--- config.mk ---
export PLATFORM = sky130hd
export DESIGN_NAME = fact_host_if
export DESIGN_NICKNAME = d
export VERILOG_FILES = /design/src/rtl/fact_pkg.sv /design/src/rtl/fact_tmo_cnt.sv /design/src/rtl/fact_host_if.sv
export SDC_FILE = /design/constraint.sdc
export NUM_CORES = 1
export LEC_CHECK = 0
export ABC_AREA = 1
export CAP_MARGIN = 20
export CORE_MARGIN = 2
export CORE_UTILIZATION = 35
export CTS_CLUSTER_SIZE = 25
export DETAILED_ROUTE_END_ITERATION = 16
export PLACE_DENSITY_LB_ADDON = 0.08
export SKIP_LAST_GASP = 1
export SYNTH_ARGS = -nofsm -noshare
export SYNTH_HDL_FRONTEND = slang
export SYNTH_SLANG_ARGS = --single-unit
--- constraint.sdc ---
create_clock -name clk -period 1.07 [get_ports clk]
set_input_delay 0.214 -clock clk [delete_from_list [all_inputs] [get_ports clk]]
set_output_delay 0.214 -clock clk [all_outputs]
set_load 0.02 [all_outputs]
--- src/rtl/fact_pkg.sv ---
// fact_pkg: shared types and constants for the factorial host front end.
package fact_pkg;

  typedef enum logic {
    IDLE = 1'b0,
    WAIT = 1'b1
  } state_t;

  localparam logic [1:0] ADDR_CTRL   = 2'd0;
  localparam logic [1:0] ADDR_N      = 2'd1;
  localparam logic [1:0] ADDR_STATUS = 2'd2;
  localparam logic [1:0] ADDR_RESULT = 2'd3;

  localparam int CTRL_START = 0;
  localparam int CTRL_CLR   = 1;

  localparam int STAT_BUSY = 0;
  localparam int STAT_DONE = 1;
  localparam int STAT_ERR  = 2;
  localparam int STAT_TMO  = 3;

endpackage

--- src/rtl/fact_tmo_cnt.sv ---
// fact_tmo_cnt: WAIT-state watchdog for fact_host_if (instantiated only when FACT_TIMEOUT_EN is defined).
// expire is high during the TIMEOUT_CYC-th consecutive enabled cycle after a clear.
module fact_tmo_cnt #(
  parameter int TIMEOUT_CYC = 64
) (
  input  logic clk,
  input  logic rst,
  input  logic clr,
  input  logic en,
  output logic expire
);

  localparam int CNT_W = $clog2(TIMEOUT_CYC + 1);
  localparam logic [CNT_W-1:0] LAST = CNT_W'(TIMEOUT_CYC - 1);

  logic [CNT_W-1:0] count;

  // Count enabled cycles from zero after each launch, saturating at the last count
  always_ff @(posedge clk or negedge rst) begin
    if (!rst) begin
      count <= '0;
    end else if (clr) begin
      count <= '0;
    end else if (en && (count != LAST)) begin
      count <= count + CNT_W'(1);
    end
  end

  assign expire = en && !clr && (count == LAST);

endmodule

--- src/rtl/fact_host_if.sv ---
// fact_host_if: register-mapped host front end for the factorial CU/datapath pair.
// Latches n, holds go until the CU reports done, captures the result and raises a one-cycle irq.
// Optional build macro FACT_TIMEOUT_EN adds a WAIT watchdog that aborts with tmo/err set.
module fact_host_if
  import fact_pkg::*;
#(
  parameter int N_W         = 4,
  parameter int RES_W       = 32,
  parameter int MAX_N       = 12,
  parameter int TIMEOUT_CYC = 64
) (
  input  logic             clk,
  input  logic             rst,
  input  logic             we,
  input  logic             re,
  input  logic [1:0]       addr,
  input  logic [31:0]      wd,
  output logic [31:0]      rd,
  output logic             go,
  output logic [N_W-1:0]   n_out,
  input  logic             done,
  input  logic [RES_W-1:0] result,
  output logic             irq
);

  localparam logic [N_W-1:0] MAX_N_V = N_W'(MAX_N);

  state_t           state;
  logic [RES_W-1:0] res_q;
  logic             done_flag;
  logic             err;
  logic             tmo;
  logic             busy;
  logic             ctrl_wr;
  logic             n_wr;
  logic             start_req;
  logic             clr_req;
  logic             n_ok;
  logic             start_ok;
  logic             tmo_expire;
  logic [31:0]      read_word;
  logic             unused_wd_bits;

  assign ctrl_wr   = we && (addr == ADDR_CTRL);
  assign n_wr      = we && (addr == ADDR_N);
  assign start_req = ctrl_wr && wd[CTRL_START];
  assign clr_req   = ctrl_wr && wd[CTRL_CLR];
  assign n_ok      = (n_out <= MAX_N_V);
  assign start_ok  = (state == IDLE) && start_req && n_ok;
  assign busy      = (state == WAIT);

  assign unused_wd_bits = ^wd[31:N_W];

`ifdef FACT_TIMEOUT_EN
  fact_tmo_cnt #(
    .TIMEOUT_CYC(TIMEOUT_CYC)
  ) u_tmo_cnt (
    .clk   (clk),
    .rst   (rst),
    .clr   (start_ok),
    .en    (busy),
    .expire(tmo_expire)
  );
`else
  localparam int unused_timeout_cyc = TIMEOUT_CYC;
  assign tmo_expire = 1'b0;
`endif

  // Read mux: STATUS and RESULT are readable, the write-only addresses read as zero
  always_comb begin
    read_word = '0;
    case (addr)
      ADDR_STATUS: begin
        read_word[STAT_BUSY] = busy;
        read_word[STAT_DONE] = done_flag;
        read_word[STAT_ERR]  = err;
        read_word[STAT_TMO]  = tmo;
      end
      ADDR_RESULT: read_word = 32'(res_q);
      default:     read_word = '0;
    endcase
  end

  // Register file, launch/capture FSM and registered read port; a CLR is applied before START or capture
  always_ff @(posedge clk or negedge rst) begin
    if (!rst) begin
      state     <= IDLE;
      go        <= 1'b0;
      n_out     <= '0;
      rd        <= '0;
      irq       <= 1'b0;
      res_q     <= '0;
      done_flag <= 1'b0;
      err       <= 1'b0;
      tmo       <= 1'b0;
    end else begin
      irq <= 1'b0;
      if (re) begin
        rd <= read_word;
      end
      if (clr_req) begin
        done_flag <= 1'b0;
        err       <= 1'b0;
        tmo       <= 1'b0;
      end
      case (state)
        IDLE: begin
          if (n_wr) begin
            n_out <= wd[N_W-1:0];
          end
          if (start_req) begin
            if (n_ok) begin
              state     <= WAIT;
              go        <= 1'b1;
              done_flag <= 1'b0;
              err       <= 1'b0;
              tmo       <= 1'b0;
            end else begin
              err <= 1'b1;
              irq <= 1'b1;
            end
          end
        end
        WAIT: begin
          if (done) begin
            res_q     <= result;
            go        <= 1'b0;
            done_flag <= 1'b1;
            irq       <= 1'b1;
            state     <= IDLE;
          end else if (tmo_expire) begin
            go    <= 1'b0;
            tmo   <= 1'b1;
            err   <= 1'b1;
            irq   <= 1'b1;
            state <= IDLE;
          end
        end
        default: state <= IDLE;
      endcase
    end
  end

endmodule

# [After elaboration in Yosys (flattened, before gate mapping)]
# Index checks and enable logic that the tools add are counted.
[word_totals] register_bits=74 inputBits=71
[op_classes] n_lt_le_gt_ge=1 n_eq_ne=6 n_mux=26 bitwise_logic=1 n_reduce_logical=8
[ops] cell="2-to-1 mux 28 bit" n=1
[ops] cell="2-to-1 mux 1 bit" n=18
[ops] cell="case mux 1 bit (2 select lines)" n=6
[ops] cell="case mux 4 bit (2 select lines)" n=1
[ops] cell="inequality test 2 bit, second input constant" n=3
[ops] cell="== test 2 bit, second input constant" n=2
[ops] cell="less-or-equal comparator 4 bit, second input constant" n=1
[ops] cell="logical AND 1 bit" n=4
[ops] cell="AND reduction 2 bit" n=2
[ops] cell="AND reduction 3 bit" n=1
[ops] cell="== test 2 x 1 -> 1 bit, second input constant" n=1
[ops] cell="zero test 2 bit" n=1
[ops] cell="inverter 1 bit" n=1

# [Logic depth before layout (Yosys ltp)]
[logic_depth] word_depth=7 mapped_depth=7

# [Worst setup path after synthesis]
# OpenSTA, ideal clock, no wires.
[synth_timing] path_kind="reg-to-reg" start="register n_out[3]" end="register state (netlist: busy)" setup_time_ps=126 arrival_ps=846 t_required_ps=944 setup_slack_ps=98 stages_incl_launch_ff=6 n_path_buf=0 cell_sequence="dfrtp_1 -> nand2_1 -> nor2_1 -> inv_1 -> nand2_2 -> o21ai_0"
[synth_via] elab_chain_len=4
[synth_rtl] element="from (decl)" line="fact_host_if.sv:20" text="output logic [N_W-1:0] n_out,"
[synth_rtl] element="from (signal assigned)" line="fact_host_if.sv:109" text="n_out <= wd[N_W-1:0];"
[synth_rtl] element="less-or-equal comparator 4 bit" line="fact_host_if.sv:48" text="assign n_ok = (n_out <= MAX_N_V);"
[synth_rtl] element="2-to-1 mux 1 bit" line="fact_host_if.sv:112" text="if (n_ok) begin"
[synth_rtl] element="2-to-1 mux 1 bit" line="fact_host_if.sv:111" text="if (start_req) begin"
[synth_rtl] element="case mux 1 bit (2 select lines)" line="fact_host_if.sv:106" text="case (state)"
[synth_rtl] element="to (signal assigned)" line="fact_host_if.sv:113" text="state <= WAIT;"
[synth_rtl] element="to (signal assigned)" line="fact_host_if.sv:130" text="state <= IDLE;"
[synth_rtl] element="to (signal assigned)" line="fact_host_if.sv:136" text="state <= IDLE;"
[synth_rtl] element="to (decl)" line="fact_host_if.sv:28" text="state_t state;"
# Every way passes these cells.
# A chain may end at the register's enable or synchronous reset.

# [Worst setup path in the final report]
[layout_timing] start="register rd[3]" end="output rd[3]"
[layout_rtl] element="from (decl)" line="fact_host_if.sv:18" text="output logic [31:0] rd,"
[layout_rtl] element="from (signal assigned)" line="fact_host_if.sv:99" text="rd <= read_word;"
# No word-level cell between the ends.

==> impl_metrics.py <==
metrics = {
    "power_and_ir_drop": {
        "power_mw": 7.21,
        "irDropWorstVdd_mv": 0.875,
        "p_leak_nw": 2.24,
        "power.density_nw_per_um2": 1610,
    },
    "yosys": {
        "synth.net_count": 400,
        "muxShareOfSynthArea": 0,
        "synth_area_leader_cell": "dfrtp_1",
        "synth_xor_area_frac": 0,
        "synth_edf_count": 0,
        "yosysSeqAreaShare": 0.628,
        "netlist_top_cells_area": "dfrtp_1 (63%), nand2_1 (21%), o21ai_0 (5.6%)",
        "yosys.area.top_type_share": 0.628,
        "synthSimpleGateAreaFrac": 0.258,
        "synth_top_family_by_area": "simple AND/OR/NAND/NOR gates",
        "synth-seq-cells": 74,
        "synth.distinct_cells": 18,
        "yosys_most_used_dff": "dfrtp_1",
        "netlist_area_um2": 2950,
        "avgSynthCellArea_um2": 8.96,
        "syn_inst": 329,
        "yosys_warnings": 0,
        "synth_adder_area_share": 0,
        "yosysMostFrequentCell": "nand2_1",
        "synth-async-reset-ratio": 1.00,
        "synth_common_cells": "nand2_1 (167), dfrtp_1 (74), o21ai_0 (33)",
        "synth_compound_area_frac": 0.0679,
    },
    "grt": {
        "grt_use_met1": 0.203,
        "top_usage_layer": "met2",
        "grt_pass1_wl_um": 11400,
        "grt_use_total": 0.162,
        "grt_overflow": 0,
        "met2_usage": 0.270,
        "grt_util_met3": 0.0423,
        "grt_antenna_before_repair": 0,
        "grt_pass1_vias": 2496,
        "grt_max_degree": 44,
    },
    "worst_setup_path": {
        "arrival_ns": 0.88,
        "end_kind": "output port",
        "path_class": "reg -> out",
        "critical_path_required_ns": 0.86,
        "critical_path.cell_chain": "buf_6",
        "path_delay_family": "flip-flops",
        "cpMaxStageDelayCell": "dfrtp_1",
        "rrSetupSlack_ns": 0.06,
        "crit_buf_inv": 1,
        "worst_path_largest_cell_delay_ns": 0.41,
        "startpoint_type": "flop",
        "cp-startpoint": "rd[3]$_DFFE_PN0P_",
        "crit_fanout": 2,
        "r2r-start": "busy$_DFF_PN0_",
    },
    "drt": {
        "drtIter0Drc": 112,
        "via_per_inst": 4.45,
        "routed_wl_um": 7120,
        "vias": 2481,
        "drt-wirelength-per-cell_um": 12.8,
        "ant_nets": 0,
        "drc_errors": 0,
        "dr.pass1.iters": 4,
    },
    "placement": {
        "preCtsSetupSlack_ns": -0.348,
        "dp.final_hpwl_um": 4640,
        "gp_congestion": 0.805,
        "portBuffers": 80,
    },
    "clock_network": {
        "cts_root_buf": "clkbuf_8",
        "insertion_delay_ns": 0.33,
        "cts_tree": "built",
        "h-tree-depth": 3,
        "clk_pin_slew_ns": 0.08,
        "cts_made_buffers": 9,
        "ctsLongestPathBuffers": 2,
        "clkSinkCount": 74,
    },
    "timing": {
        "setup_ws_ns": -0.0261,
        "period_share": 1.02,
        "setup_viol": 24,
        "tightest_slew_ns": 0.375,
        "finalHoldViolCount": 0,
        "min_period_ns": 1.10,
        "slew_viol_final": 0,
        "rsz0062_at_grt": "true",
        "fmax_mhz": 912,
        "finClkSkew_ns": 0.0106,
        "slew_headroom": 0.749,
    },
    "finish": {
        "n_antenna_cell": 0,
        "finalNetCount": 520,
        "area_growth_pct": 52.0,
        "nFillCells": 794,
        "layout-drive-gt1-share": 0.247,
    },
    "die": {
        "start_util": 0.361,
        "die_y_um": 95.8,
        "core_um2": 8180,
        "io_pins": 109,
        "dieArea_um2": 9180,
        "rows": 33,
        "dieWidth_um": 95.8,
    },
    "status": {
        "violations": "negative setup slack",
        "status": "finished with violations",
    },
    "flow_run": {
        "maxCapViolations": 0,
    },
    "hold_path": {
        "min_path_type": "in -> async",
    },
}
placed cells by master, fill, tap and decap left out:
cell / netlist / routed
nand2_1: 167 / 167
dfrtp_1: 74 / 73
buf_6: 1 / 43
clkdlybuf4s50_1: 0 / 39
buf_4: 5 / 34
o21ai_0: 33 / 32
clkbuf_8: 0 / 11
nand3_1: 9 / 9
inv_1: 8 / 7
buf_12: 0 / 5
nor2_1: 7 / 4
a31oi_1: 4 / 4
nor2_4: 2 / 3
clkinvlp_4: 0 / 3
nand2_2: 3 / 2
nor2_2: 0 / 2
o21ai_1: 1 / 2
inv_4: 0 / 2
dlymetal6s2s_1: 0 / 2
inv_2: 2 / 1
a21oi_1: 1 / 1
nand2_4: 1 / 1
nand2_8: 0 / 1
nand3_2: 1 / 1
dfrtp_2: 0 / 1
clkinv_2: 0 / 1
clkbuf_16: 0 / 1
dlygate4sd3_1: 0 / 1
cell families (layout without fill, tap and decap cells):
group	after synthesis	count (layout)
compound gates	39	39
simple gates	190	190
buf+inv	26	150
flops	74	74
through the flow:
step / util / hold slack [ns] / cells / cell area (um^2) / TNS, ns
CTS: 0.529 / 0.210 / 548 / 4320 / -1.08
global route: 0.548 / 0.207 / 558 / 4480 / -1.74
floorplan: - / -0.0816 / 329 / 2950 / 0
global placement: 0.483 / 0.0214 / 514 / 3950 / -21.50
finish: 0.548 / 0.225 / 558 / 4480 / -0.295
detailed placement: 0.483 / 0.0205 / 514 / 3950 / -22.79
cell type report:
cell class	instances	area [um^2]	area share
multi-input cells	229	987	0.220
flip-flops and latches	74	1850	0.413
repair buffers	125	1290	0.288
inverters	10	42.5	0.00949
clock buffers	11	151	0.0338
well taps	105	131	0.0293
clock inverters	4	27.5	0.00614
sequential cells by signal, indices dropped and copies added (netlist names):
signal,flops
rd,32
busy,1
go,1
res_q,32
err,1
n_out,4
tmo,1
irq,1
done_flag,1
report_power, final:
group          switching [mW]  internal (mW)
clock                   0.970          0.951
sequential              0.311           3.30
combinational           0.785          0.891
worst paths after layout:
kind / endpoint / cells after the start
setup / recovery: rd[3] / 1
hold / removal: res_q[27]$_DFFE_PN0P_ / 2
setup reg to reg: res_q[26]$_DFFE_PN0P_ / 5
hold reg to reg: res_q[25]$_DFFE_PN0P_ / 2
max in group asynchronous: res_q[10]$_DFFE_PN0P_ / 3
min in group clk: n_out[3]$_DFFE_PN0P_ / 4
layer usage:
layer / up-vias / share of wire
li1: 1263 / -
met1: 1155 / 0.46
met2: 56 / 0.48
met3: 7 / 0.055
met4: 0 / 0.0091
met5: - / 0
timing repair:
item,CTS,global route
setup buffers,18,9
pin swaps,1,7
hold buffers,1,0
setup endpoints to repair,39,85
resized for setup,228,19
cloned,0,1
hold endpoints to repair,74,0
No activity file was read; power rests on OpenSTA's default activity.
